## config.mk

```make
export PLATFORM = sky130hd
export DESIGN_NAME = lm_sm_sequencer
export DESIGN_NICKNAME = d
export VERILOG_FILES = /design/src/rtl/lm_sm_sequencer_pkg.sv /design/src/rtl/lm_sm_sequencer_reglist_pick.sv /design/src/rtl/lm_sm_sequencer.sv
export SDC_FILE = /design/constraint.sdc
export NUM_CORES = 1
export LEC_CHECK = 0
export ABC_AREA = 0
export CORE_MARGIN = 2
export CORE_UTILIZATION = 50
export CTS_CLUSTER_DIAMETER = 100
export DETAILED_ROUTE_END_ITERATION = 16
export GPL_ROUTABILITY_DRIVEN = 0
export PLACE_DENSITY = 0.71
export REMOVE_ABC_BUFFERS = 1
export SYNTH_ARGS = -nofsm -noshare
export SYNTH_HDL_FRONTEND = slang
export SYNTH_SLANG_ARGS = --single-unit
```

## constraint.sdc

```tcl
create_clock -name clk -period 5.85 [get_ports clk]
set_clock_uncertainty 0.15 [all_clocks]
set_input_delay 1.17 -clock clk [delete_from_list [all_inputs] [get_ports clk]]
set_output_delay 1.17 -clock clk [all_outputs]
set_load 0.01 [all_outputs]
```

## src/rtl/lm_sm_sequencer_pkg.sv

```systemverilog
// Processor-wide decode constants and the LM/SM sequencer state type.
package lm_sm_sequencer_pkg;

   localparam logic [3:0]  OP_LM    = 4'b0110;
   localparam logic [3:0]  OP_SM    = 4'b0111;
   localparam logic [3:0]  OP_LW    = 4'b0100;
   localparam logic [3:0]  OP_SW    = 4'b0101;
   localparam logic [15:0] NOP_WORD = 16'h0000;

   typedef enum logic {
      IDLE = 1'b0,
      SEQ  = 1'b1
   } seqState_t;

   // True for the two multiple-register opcodes that need expansion.
   function automatic logic isMultiple(input logic [3:0] opc);
      return (opc == OP_LM) || (opc == OP_SM);
   endfunction

endpackage

```

## src/rtl/lm_sm_sequencer_reglist_pick.sv

```systemverilog
// Lowest-set-bit picker over a register list. When deferEn is set, the
// register at deferIdx is skipped while any other bit remains, so it is
// picked last.
module lm_sm_sequencer_reglist_pick #(
   parameter int NREGS = 8,
   parameter int IDXW  = $clog2(NREGS)
) (
   input  logic [NREGS-1:0] list,
   input  logic             deferEn,
   input  logic [IDXW-1:0]  deferIdx,
   output logic [IDXW-1:0]  pickIdx,
   output logic             pickValid,
   output logic [NREGS-1:0] remaining
);

   logic [NREGS-1:0] deferMaskS;
   logic [NREGS-1:0] maskedS;
   logic [NREGS-1:0] searchS;
   logic [NREGS-1:0] pickMaskS;

   // Choose the lowest eligible bit, falling back to the deferred one.
   always_comb begin
      deferMaskS           = '0;
      deferMaskS[deferIdx] = deferEn;
      maskedS              = list & ~deferMaskS;
      if (maskedS != '0) begin
         searchS = maskedS;
      end else begin
         searchS = list;
      end
      pickIdx = '0;
      for (int i = NREGS - 1; i >= 0; i--) begin
         if (searchS[i]) begin
            pickIdx = i[IDXW-1:0];
         end else begin
            pickIdx = pickIdx;
         end
      end
      pickValid          = (list != '0);
      pickMaskS          = '0;
      pickMaskS[pickIdx] = pickValid;
      remaining          = list & ~pickMaskS;
   end

endmodule

```

## src/rtl/lm_sm_sequencer.sv

```systemverilog
// Decode-stage LM/SM expander: turns a multiple load/store into one
// LW/SW micro-op per listed register and passes everything else through
// with one cycle of latency.
module lm_sm_sequencer
   import lm_sm_sequencer_pkg::*;
#(
   parameter int WORD  = 16,
   parameter int NREGS = 8,
   parameter int IMM_W = 6
) (
   input  logic            clk,
   input  logic            reset,
   input  logic            in_valid,
   input  logic [WORD-1:0] in_ir,
   output logic            in_ready,
   input  logic            hold,
   input  logic            flush,
   output logic            out_valid,
   output logic [WORD-1:0] out_ir,
   output logic            first_multiple,
   output logic            last_multiple,
   output logic            busy
);

   localparam int IDXW = $clog2(NREGS);

   seqState_t        stateR, stateS;
   logic [NREGS-1:0] listR, listS;
   logic [NREGS-1:0] origListR, origListS;
   logic [3:0]       opR, opS;
   logic [IDXW-1:0]  raR, raS;
   logic             deferR, deferS;
   logic             outValidR, outValidS;
   logic [WORD-1:0]  outIrR, outIrS;
   logic             firstR, firstS;
   logic             lastR, lastS;

   logic             idleS;
   logic [3:0]       inOpS;
   logic [IDXW-1:0]  inRaS;
   logic [NREGS-1:0] inListS;
   logic             inIsLmS;
   logic             deferInS;
   logic [NREGS-1:0] pickListS;
   logic [NREGS-1:0] rankListS;
   logic             deferEnS;
   logic [IDXW-1:0]  deferIdxS;
   logic [3:0]       uOpS;
   logic [IDXW-1:0]  uRaS;
   logic [IDXW-1:0]  pickIdxS;
   logic             pickValidS;
   logic [NREGS-1:0] remainingS;
   logic [IMM_W-1:0] rankS;
   logic [WORD-1:0]  microOpS;
   logic             unusedIrBit;

   assign idleS       = (stateR == IDLE);
   assign inOpS       = in_ir[15:12];
   assign inRaS       = in_ir[11:9];
   assign inListS     = in_ir[7:0];
   assign unusedIrBit = in_ir[8];
   assign inIsLmS     = (inOpS == OP_LM);
   assign deferInS    = inIsLmS & inListS[inRaS];

   assign in_ready       = idleS & ~hold & reset;
   assign out_valid      = outValidR;
   assign out_ir         = outIrR;
   assign first_multiple = firstR;
   assign last_multiple  = lastR;
   assign busy           = (stateR == SEQ);

   // In IDLE the first micro-op comes straight from in_ir; in SEQ from the captured copy.
   always_comb begin
      if (idleS) begin
         pickListS = inListS;
         rankListS = inListS;
         deferEnS  = deferInS;
         deferIdxS = inRaS;
         uRaS      = inRaS;
         if (inIsLmS) begin
            uOpS = OP_LW;
         end else begin
            uOpS = OP_SW;
         end
      end else begin
         pickListS = listR;
         rankListS = origListR;
         deferEnS  = deferR;
         deferIdxS = raR;
         uRaS      = raR;
         uOpS      = opR;
      end
   end

   lm_sm_sequencer_reglist_pick #(
      .NREGS (NREGS),
      .IDXW  (IDXW)
   ) uPick (
      .list      (pickListS),
      .deferEn   (deferEnS),
      .deferIdx  (deferIdxS),
      .pickIdx   (pickIdxS),
      .pickValid (pickValidS),
      .remaining (remainingS)
   );

   // Offset of the picked register: number of original list bits below it.
   always_comb begin
      rankS = '0;
      for (int i = 0; i < NREGS; i++) begin
         if (i < int'(pickIdxS)) begin
            rankS = rankS + {{(IMM_W-1){1'b0}}, rankListS[i]};
         end else begin
            rankS = rankS;
         end
      end
      microOpS = {uOpS, pickIdxS, uRaS, rankS};
   end

   // Next-state and next-output decision: flush beats hold beats normal flow.
   always_comb begin
      stateS    = stateR;
      listS     = listR;
      origListS = origListR;
      opS       = opR;
      raS       = raR;
      deferS    = deferR;
      outValidS = outValidR;
      outIrS    = outIrR;
      firstS    = firstR;
      lastS     = lastR;
      if (flush) begin
         stateS    = IDLE;
         listS     = '0;
         outValidS = 1'b0;
         outIrS    = NOP_WORD;
         firstS    = 1'b0;
         lastS     = 1'b0;
      end else if (hold) begin
         stateS = stateR;
      end else begin
         case (stateR)
            IDLE: begin
               if (!in_valid) begin
                  outValidS = 1'b0;
                  outIrS    = NOP_WORD;
                  firstS    = 1'b0;
                  lastS     = 1'b0;
               end else if (!isMultiple(inOpS)) begin
                  outValidS = 1'b1;
                  outIrS    = in_ir;
                  firstS    = 1'b0;
                  lastS     = 1'b0;
               end else if (!pickValidS) begin
                  outValidS = 1'b0;
                  outIrS    = NOP_WORD;
                  firstS    = 1'b0;
                  lastS     = 1'b0;
               end else begin
                  origListS = inListS;
                  opS       = uOpS;
                  raS       = inRaS;
                  deferS    = deferInS;
                  listS     = remainingS;
                  outValidS = 1'b1;
                  outIrS    = microOpS;
                  firstS    = 1'b1;
                  lastS     = (remainingS == '0);
                  if (remainingS == '0) begin
                     stateS = IDLE;
                  end else begin
                     stateS = SEQ;
                  end
               end
            end
            SEQ: begin
               listS     = remainingS;
               outValidS = 1'b1;
               outIrS    = microOpS;
               firstS    = 1'b0;
               lastS     = (remainingS == '0);
               if (remainingS == '0) begin
                  stateS = IDLE;
               end else begin
                  stateS = SEQ;
               end
            end
            default: begin
               stateS    = IDLE;
               listS     = '0;
               outValidS = 1'b0;
               outIrS    = NOP_WORD;
               firstS    = 1'b0;
               lastS     = 1'b0;
            end
         endcase
      end
   end

   // State and output registers; reset clears outputs without waiting for a clock.
   always_ff @(posedge clk or negedge reset) begin
      if (!reset) begin
         stateR    <= IDLE;
         listR     <= '0;
         origListR <= '0;
         opR       <= 4'b0000;
         raR       <= '0;
         deferR    <= 1'b0;
         outValidR <= 1'b0;
         outIrR    <= NOP_WORD;
         firstR    <= 1'b0;
         lastR     <= 1'b0;
      end else begin
         stateR    <= stateS;
         listR     <= listS;
         origListR <= origListS;
         opR       <= opS;
         raR       <= raS;
         deferR    <= deferS;
         outValidR <= outValidS;
         outIrR    <= outIrS;
         firstR    <= firstS;
         lastR     <= lastS;
      end
   end

endmodule

```

## Word-level counts from Yosys, hierarchy flattened

Index checks and enable logic that the tools add are counted.

| storage, ports and cells | value |
|---|---|
| register bits | 43 |
| latch bits | 0 |
| RAM bits | 0 |
| ROM bits | 0 |
| bits of input ports | 21 |
| output and inout bits | 21 |
| word-level logic and storage cells | 118 |
| memories kept | 0 |

| operators by class | value |
|---|---|
| $add $sub $neg | 6 |
| multiply operators | 0 |
| div/mod/pow operators | 0 |
| $lt $le $gt $ge | 12 |
| equal/unequal tests | 6 |
| shift operators | 0 |
| multiplexer cells | 64 |
| bitwise operators | 12 |
| reduce and logical (&&, ||, !) cells | 8 |

Operator list:

| cell | number |
|---|---|
| $mux W16 | 5 |
| $mux W8 | 7 |
| $add A6 B1 Y6 | 6 |
| $mux W6 | 6 |
| $and A8 B8 Y8 | 4 |
| $pmux W16 S2 | 1 |
| $mux W3 | 9 |
| $mux W1 | 26 |
| $not A8 Y8 | 2 |
| $pmux W8 S2 | 1 |
| $reduce_bool A8 Y1 | 2 |
| $lt A3 B4 Y1 const B | 3 |
| $lt A3 B3 Y1 const A | 3 |
| $eq A4 B3 Y1 const B | 2 |
| $logic_not A8 Y1 | 1 |
| $pmux W1 S2 | 4 |
| $mux W7 | 1 |
| $demux W1 S3 | 2 |
| $ge A3 B1 Y1 const B | 2 |
| $lt A1 B3 Y1 const A | 2 |
| $lt A2 B3 Y1 const A | 2 |
| $ne A3 B2 Y1 const B | 2 |
| $reduce_and A6 Y1 | 1 |
| $mux W4 | 1 |
| 8 further kinds | 13 |

## Longest topological paths before layout

Gate-level depths: netlist (run 1).

| logic depth | value |
|---|---|
| depth in word-level cells | 38 |
| depth in mapped cells | 31 |
| gate-level depth less buffers | 28 |

## Cells and area by module

Synthesis (run 1) repeated with hierarchy kept, for this count alone.

| unflattened totals | value |
|---|---|
| cell total of the unflattened synthesis | 413 |
| area, all modules | 3,428.3 µm² |

By module, submodules not included:

| module | times used | cells each | area an instance (µm²) | sequential area each (µm²) |
|---|---|---|---|---|
| lm_sm_sequencer | 1 | 333 | 2,895.3 | 1,076.0 |
| lm_sm_sequencer_reglist_pick | 1 | 80 | 533.0 | 0.0 |

## Worst setup path before layout (run 1)

Ideal clock, no wire load.

| path | value |
|---|---|
| kind | input to register |
| start | input in_ir[11] |
| end | register outIrR[1], in the netlist out_ir[1] |
| setup time | 0.126 ns |
| arrival | 6.857 ns |
| slack | -1.283 ns |
| stages | 29 |
| path through | clkbuf_1 nand2_1 or4b_1 a21boi_2 or2_1 o311ai_2 a31oi_4 o22ai_1 a21oi_1 ha_1 mux2_2 ha_1 mux2_2 mux2_2 ha_1 ha_1 nand2_1 o21ai_0 ha_1 mux2i_1 inv_1 ha_1 nand2_1 o21ai_0 ha_1 o21a_1 o31ai_1 a21oi_1 a221o_1 |

| between the ends | value |
|---|---|
| word-level cells in the longest chain between the ends | 38 |
| elaborated cells on any way between the ends | 49 |
| those cells by class | add/sub: 6; order compare: 9; mux: 28; bitwise: 4; reduce/logical: 2 |

Ends and longest elaborated chain:

| element | line | RTL |
|---|---|---|
| from (decl) | lm_sm_sequencer.sv:14 | `input logic [WORD-1:0] in_ir,` |
| $mux W3 | lm_sm_sequencer.sv:74 | `if (idleS) begin` |
| $lt A3 B4 Y1 (not written as such) or $ge A3 B1 Y1 (tied branches) | lm_sm_sequencer_reglist_pick.sv:24 | `deferMaskS[deferIdx] = deferEn;` |
| $logic_and A1 B1 Y1 (not written as such) | lm_sm_sequencer_reglist_pick.sv:24 |  |
| $mux W1 (not written as such) | lm_sm_sequencer_reglist_pick.sv:24 |  |
| $demux W1 S3 | -- |  |
| $and A8 B8 Y8 (no source line) * | -- |  |
| $not A8 Y8 * | lm_sm_sequencer_reglist_pick.sv:25 | `maskedS = list & ~deferMaskS;` |
| $and A8 B8 Y8 * | lm_sm_sequencer_reglist_pick.sv:25 |  |
| [... 22 more ...] | -- |  |
| $add A6 B1 Y6 | lm_sm_sequencer.sv:112 | `rankS = rankS + {{(IMM_W-1){1'b0}}, rankListS[i]};` |
| $mux W6 * | lm_sm_sequencer.sv:111 | `if (i < int'(pickIdxS)) begin` |
| $mux W16 | lm_sm_sequencer.sv:154 | `end else if (!pickValidS) begin` |
| $mux W16 | lm_sm_sequencer.sv:149 | `end else if (!isMultiple(inOpS)) begin` |
| $mux W16 | lm_sm_sequencer.sv:144 | `if (!in_valid) begin` |
| $pmux W16 S2 * | lm_sm_sequencer.sv:142 | `case (stateR)` |
| $mux W16 * | lm_sm_sequencer.sv:139 | `end else if (hold) begin` |
| $mux W16 * | lm_sm_sequencer.sv:132 | `if (flush) begin` |
| to (signal assigned) | lm_sm_sequencer.sv:221 | `outIrR <= outIrS;` |
| to (decl) | lm_sm_sequencer.sv:34 | `logic [WORD-1:0] outIrR, outIrS;` |

Every way passes the cells marked *; elsewhere a longest branch is shown, timed or not. The select of a mux whose other input is x is not followed.
A chain may end at the register's enable or synchronous reset.

## Worst setup path after layout (run 1)

| path | value |
|---|---|
| start | input in_ir[0] |
| end | register outIrR[4], in the netlist out_ir[4] |

| between the ends | value |
|---|---|
| word-level cells in the longest chain between the ends | 37 |
| elaborated cells on any way between the ends | 46 |
| those cells by class | add/sub: 6; order compare: 7; mux: 27; bitwise: 4; reduce/logical: 2 |

Ends and longest elaborated chain:

| element | line | RTL |
|---|---|---|
| $bmux W1 S3 | lm_sm_sequencer.sv:63 | `assign deferInS = inIsLmS & inListS[inRaS];` |
| $mux W1 (not written as such) | lm_sm_sequencer.sv:63 |  |
| $and A1 B1 Y1 | lm_sm_sequencer.sv:63 |  |
| $mux W1 | lm_sm_sequencer.sv:74 |  |
| $and A8 B8 Y8 (no source line) | -- |  |
| $not A8 Y8 | lm_sm_sequencer_reglist_pick.sv:25 |  |
| $and A8 B8 Y8 | lm_sm_sequencer_reglist_pick.sv:25 |  |
| $reduce_bool A8 Y1 | lm_sm_sequencer_reglist_pick.sv:26 | `if (maskedS != '0) begin` |
| [... 21 more ...] | -- |  |
| $add A6 B1 Y6 | lm_sm_sequencer.sv:112 |  |
| $mux W6 | lm_sm_sequencer.sv:111 |  |
| $mux W16 | lm_sm_sequencer.sv:154 |  |
| $mux W16 | lm_sm_sequencer.sv:149 |  |
| $mux W16 | lm_sm_sequencer.sv:144 |  |
| $pmux W16 S2 * | lm_sm_sequencer.sv:142 |  |
| $mux W16 * | lm_sm_sequencer.sv:139 |  |
| $mux W16 * | lm_sm_sequencer.sv:132 |  |

Marks and branches as above.

==> results of run 1 <==
==> power by group through the flow <==
| stage | Combinational (mW) | Clock (mW) | Sequential (mW) |
|---|---|---|---|
| after floorplan | 0.127 | 0 | 0.342 |
| after global placement | 0.285 | 0 | 0.338 |
| after detailed placement | 0.293 | 0 | 0.341 |
| after CTS | 0.319 | 0.193 | 0.335 |
| after global routing | 0.408 | 0.207 | 0.338 |
| final | 0.390 | 0.194 | 0.336 |
==> flip-flops by register name, summed over array words and instances (netlist names) <==
| register | cells |
|---|---|
| busy | 1 |
| deferR | 1 |
| first_multiple | 1 |
| last_multiple | 1 |
| listR | 8 |
| opR | 4 |
| origListR | 7 |
| out_ir | 16 |
| out_valid | 1 |
| raR | 3 |
==> synth_stat cells (all sizes together), types with 4 or more instances <==
master | instances | area (sq um)
o21ai | 25 | 125
nor2 | 39 | 146
and2 | 4 | 25.0
nand3b | 5 | 37.5
ha | 11 | 138
nand2 | 41 | 156
clkbuf | 12 | 45.0
a22o | 6 | 52.6
nand3 | 15 | 80.1
nor2b | 7 | 43.8
a32o | 4 | 40.0
nand4 | 4 | 25.0
o21a | 5 | 37.5
mux2 | 24 | 270
o211ai | 4 | 30.0
buf | 11 | 76.3
and3 | 4 | 25.0
o31ai | 4 | 30.0
nand2b | 6 | 37.5
a21o | 4 | 30.0
nor4 | 5 | 31.3
dfrtp | 43 | 1080
mux2i | 13 | 159
a31oi | 5 | 46.3
nor3 | 12 | 70.1
a22oi | 9 | 67.6
a21oi | 32 | 164
inv | 7 | 26.3
==> what timing repair did <==
action | in CTS | in global routing
endpoints found under the setup margin | 6 | 6
gates resized for setup | 45 | 93
pin swaps | 25 | 39
setup buffers | 18 | 10
cloned | 0 | 0
==> cell type report <==
type	count	area (sq um)	area share [%]
multi-input cells	344	2840	49.3
repair buffers	197	1610	27.8
flip-flops and latches	43	1080	18.7
well taps	99	124	2.15
clock buffers	6	72.6	1.26
inverters	7	30.0	0.521
clock inverters	2	13.8	0.239
==> routing by layer <==
layer	vias to the layer above	share of wire (%)
met5	-	0
li1	1956	-
met4	0	5.6
met1	2181	38
met3	73	9.0
met2	306	48
==> cells by family after synthesis <==
family                     synth area share (%)
DFF                                        29.7
muxes                                      11.9
xor gates and xnor gates                   1.66
and+or+nand+nor                            22.2
adders and majority gates                  3.80
buffers and inverters                      4.08
AOI/OAI and AO/OA                          26.7
==> worst paths after layout <==
kind                                  end  depth (start not counted)
worst max register to register  out_ir[4]                         25
worst min register to register     opR[2]                          1
min in group asynchronous          deferR                          2
worst max-delay path            out_ir[4]                         25
max in group asynchronous            busy                          2
worst min-delay path               opR[2]                          1
==> worst reg2reg max path, delay by kind of cell, from the launching register on <==
kind / cells / cell delay (ns)
simple gates: 6 / 1.64
compound gates: 8 / 1.76
flops: 1 / 0.57
buf+inv: 1 / 0.19
xor+xnor: 1 / 0.16
mux: 4 / 1.14
fa+ha+maj: 5 / 1.16
==> through the flow <==
stage / utilization [%] / hold slack (ns)
after floorplan: - / 0.285
after global placement: 70.5 / 0.305
after detailed placement: 70.5 / 0.303
after CTS: 75.5 / 0.328
after global routing: 80.8 / 0.356
final: 80.8 / 0.340
==> impl_metrics.yaml, run 1 <==
run_status:
  status: "finished, violations left"
  violations: "setup timing"
clock_network:
  cts_tree: "yes"
  cts_num_sinks: 43
  htreeDepth: 2
  clk_latency_ns: 0.30
  cts_root_buf: "clkbuf_8"
  clock_path_buffers: 2
  cts.reportedPaths.clkPinSlew_ns: 0.09
  cts_buffers: 5
  cts_hold_buf: 0
routing:
  drt-pass1-iter-count: 5
  via_per_inst: 6.47
  vias: 4516
  drtIter0Drc: 464
  drtAntennaViolNets: 0
  wl_per_cell_um: 21.6
  routed_wl_um: 15100
  drc_errors: 0
sta:
  setup_viol: 6
  hold_viol_final: 0
  worst_slack_ns: -1.18
  slew_headroom_pct: 43.2
  rsz0062_at_grt: "yes"
  period_share_pct: 120
  max_freq_mhz: 142
  fin_setup_tns_ns: -5.78
  fin_crit_ns: 7.03
  tightest_slew_ns: 0.849
  drv_slew: 0
setup_path:
  path_class: "primary input to register"
  r2r_setup_slack_ns: -1.04
  crit_slowest_cell: "or4_4"
  start_kind: "primary input"
  critPathRequiredTime_ns: 5.88
  slowest_delay_ns: 0.56
  cp_top_family: "compound AO/OA/AOI/OAI gates"
  r2r-start: "busy"
  path_buf_inv: 1
  cp.arrival_ns: 7.07
  path_max_fanout: 3
  crit_path_start: "in_ir[0]"
  end_kind: "register"
global_routing:
  grt_pass1_vias: 4156
  antenna_found_initial: 0
  grt_pass1_wl_um: 20700
  grt_busiest_layer: "met2"
  use_met2_pct: 54.7
  grt_usage_pct: 34.0
  met3_usage_pct: 6.93
  grt_overflow: 0
  grt_max_degree: 45
  grtUsageMet1_pct: 43.6
floorplan:
  die_x_um: 89.1
  die_h_um: 89.1
  dieArea_sq_um: 7930
  core_region_area_sq_um: 7140
  start_util_pct: 50.7
  rows: 31
  ios: 42
power_and_ir_drop:
  power_density_nw_per_um2: 160
  power_frac_seq_pct: 36.5
  p_leak_nw: 2.54
  ir_drop_mv: 0.143
  switching_power_mw: 0.320
  combPwrFrac_pct: 42.4
  total_power_mw: 0.921
  p_int_mw: 0.601
  pwr-share-clk_pct: 21.1
  sw_frac_of_total_pct: 34.7
synth:
  synth-seq-cells: 43
  netlist_area_sq_um: 3620
  synth_edf_count: 0
  ys_types: 75
  yosys_warnings: 0
  synthFlopType: "dfrtp_1"
  yosysSeqAreaShare_pct: 29.7
  async_flop_share_pct: 100
  postSynthCellCount: 417
  syn_area_per_cell_sq_um: 8.68
final_layout:
  nNetsFinal: 630
  final_cell_mix: "buf_4, dfrtp_1, nand2_1"
  final_area_sq_um: 5760
  stdcell_count: 698
  drive_gt1_share_pct: 44.6
  area_delta_synth_final_pct: 59.3
  diodes: 0
  final_common_cell: "buf_4"
  fill_cells: 437
placement:
  dp.cells: 666
  hpwlAfterDp_um: 9870
  pre_cts_slack_ns: -1.99
  port_buffers: 41
  placed_cell_area_sq_um: 5030
min_path:
  min_path_type: "register to register"
  holdCritStartpoint: "opR[2]"
job:
  drv_cap: 0
(Power assumes the default switching activity.)
==> run 2: changes to the inputs <==
CORE_MARGIN = default   (was 2)
==> run 2 against run 1 <==
- the flow still finishes with violations (setup timing)
- setup slack better by 0.0016 ns
- total power grew 4.3%
- critical path type unchanged
- clock power increased by 27%
- highest routed layer unchanged
- utilization up 1.8 points
- fmax about the same
- critical path depth is 3 higher
- critical endpoint unchanged
- register-to-register slack improved by 0.21 ns
==> impl_metrics.yaml, run 2 (synthesis results as in run 1) <==
placement:
  port_buffers: 41
  hpwlAfterDp_um: 9880
  placed_cell_area_sq_um: 5040
  dp.cells: 665
  pre_cts_slack_ns: -1.92
setup_path:
  r2r_setup_slack_ns: -0.83
  end_kind: "register"
  r2r-start: "busy"
  path_max_fanout: 3
  crit_path_start: "in_ir[12]"
  worstSetupEndpoint: "out_ir[4]"
  r2r-end: "out_ir[4]"
  critPathRequiredTime_ns: 5.88
  path_class: "primary input to register"
  reg2reg_depth: 28
  cp.arrival_ns: 7.06
  start_kind: "primary input"
sta:
  max_freq_mhz: 142
  setup_viol: 6
  rsz0062_at_grt: "yes"
  drv_slew: 0
  slew_headroom_pct: 39.0
  tightest_slew_ns: 0.912
  worst_slack_ns: -1.18
  period_share_pct: 120
  fin_crit_ns: 7.03
  hold_viol_final: 0
clock_network:
  cts_root_buf: "clkbuf_8"
  cts_tree: "yes"
  cts_buffers: 5
  cts_hold_buf: 0
  cts_num_sinks: 43
  cts.reportedPaths.clkPinSlew_ns: 0.10
  clk_latency_ns: 0.31
  clock_path_buffers: 2
  htreeDepth: 2
final_layout:
  largest_register_ffs: 16
  final_area_sq_um: 5700
  area_delta_synth_final_pct: 57.5
  drive_gt1_share_pct: 42.7
  stdcell_count: 693
  diodes: 0
  final_common_cell: "buf_4"
  final_cell_mix: "buf_4, dfrtp_1, nand2_1"
  nNetsFinal: 628
  fill_cells: 424
power_and_ir_drop:
  total_power_mw: 0.960
  ir_drop_mv: 0.150
  power_density_nw_per_um2: 169
  p_leak_nw: 2.46
floorplan:
  ios: 42
  die_h_um: 87.1
  start_util_pct: 52.4
  rows: 30
  core_region_area_sq_um: 6910
  die_x_um: 87.1
  dieArea_sq_um: 7580
run_status:
  status: "finished, violations left"
  violations: "setup timing"
routing:
  via_per_inst: 6.60
  drtAntennaViolNets: 0
  drc_errors: 0
  routed_wl_um: 15000
  drt-pass1-iter-count: 5
  wl_per_cell_um: 21.7
  vias: 4577
  drtIter0Drc: 476
min_path:
  min_path_type: "register to register"
  hold_depth: 1
global_routing:
  antenna_found_initial: 0
  grt_pass1_wl_um: 21600
  grt_usage_pct: 37.3
  grt_pass1_vias: 4339
  grt_max_degree: 45
  grt_overflow: 0
job:
  drv_cap: 0
[run 2: cell count changes in the layout (fill, tap and decap cells not counted), sizes merged]
cell	delta
dlymetal6s2s	-4
buf	+1
clkdlybuf4s15	+1
bufinv	+1
inv	+2
clkinv	-2
dlygate4sd2	+6
clkbuf	-7
[run 2: worst min-delay path by stage]
stage	to	slack, ns	from
5_1_grt	opR[2]	0.36	opR[2]
3_5_place_dp	opR[2]	0.30	opR[2]
4_1_cts	opR[2]	0.33	opR[2]
2_1_floorplan	opR[2]	0.29	opR[2]
3_3_place_gp	opR[2]	0.30	opR[2]
6_report	opR[2]	0.32	opR[2]
[run 2: timing repair]
action	in CTS	in global routing
setup endpoints to repair	6	6
resized for setup	76	40
pin swaps	37	26
endpoints found under the hold margin	0	0
setup buffers	13	8
[run 2: through the flow]
step | util (%) | hold slack [ns] | setup TNS (ns)
2_1_floorplan | - | 0.285 | -8.91
3_5_place_dp | 73.0 | 0.303 | -10.69
4_1_cts | 79.2 | 0.329 | -5.62
5_1_grt | 82.5 | 0.360 | -7.24
3_3_place_gp | 73.0 | 0.304 | -9.97
6_report | 82.5 | 0.323 | -6.54
[run 2: cell type report]
| cell class | count | area, sq um | area share [%] |
|---|---|---|---|
| Multi-Input combinational cell | 344 | 2800 | 49.2 |
| Timing Repair Buffer | 195 | 1560 | 27.3 |
| Sequential cell | 43 | 1080 | 18.9 |
| Tap cell | 96 | 120 | 2.11 |
| Clock buffer | 5 | 68.8 | 1.21 |
| Clock inverter | 3 | 46.3 | 0.812 |
| Inverter | 7 | 26.3 | 0.461 |
[run 2: critical path: stages]
cell,delay [ns]
buf_6,0.09
or3b_1,0.41
or4b_4,0.56
a21boi_4,0.22
buf_6,0.13
o21ai_4,0.06
o32ai_4,0.35
o22ai_2,0.17
a21oi_2,0.25
ha_4,0.24
mux2_4,0.28
ha_4,0.22
mux2_4,0.27
mux2_4,0.29
ha_4,0.29
nor2_4,0.04
nor2_4,0.11
ha_4,0.22
mux2_4,0.28
ha_4,0.18
ha_4,0.26
nand2_2,0.05
o21ai_2,0.10
ha_4,0.17
nand3_4,0.06
a311o_1,0.36
xnor2_1,0.15
o21ai_1,0.08
[run 2: metal layers]
metal / part of all wire (%) / track usage (%) / vias to the layer above
met5: 0 / 0 / -
met4: 5.9 / 18.6 / 0
met3: 8.3 / 6.92 / 96
met2: 48 / 63.3 / 321
met1: 38 / 45.1 / 2219
li1: - / - / 1941
[run 2: report_power, final]
| part | internal [mW] | total (mW) | switching (mW) | leakage, nW |
|---|---|---|---|---|
| clock | 0.129 | 0.246 | 0.117 | 0.0548 |
| sequential | 0.320 | 0.336 | 0.0164 | 0.577 |
| combinational | 0.188 | 0.378 | 0.190 | 1.83 |
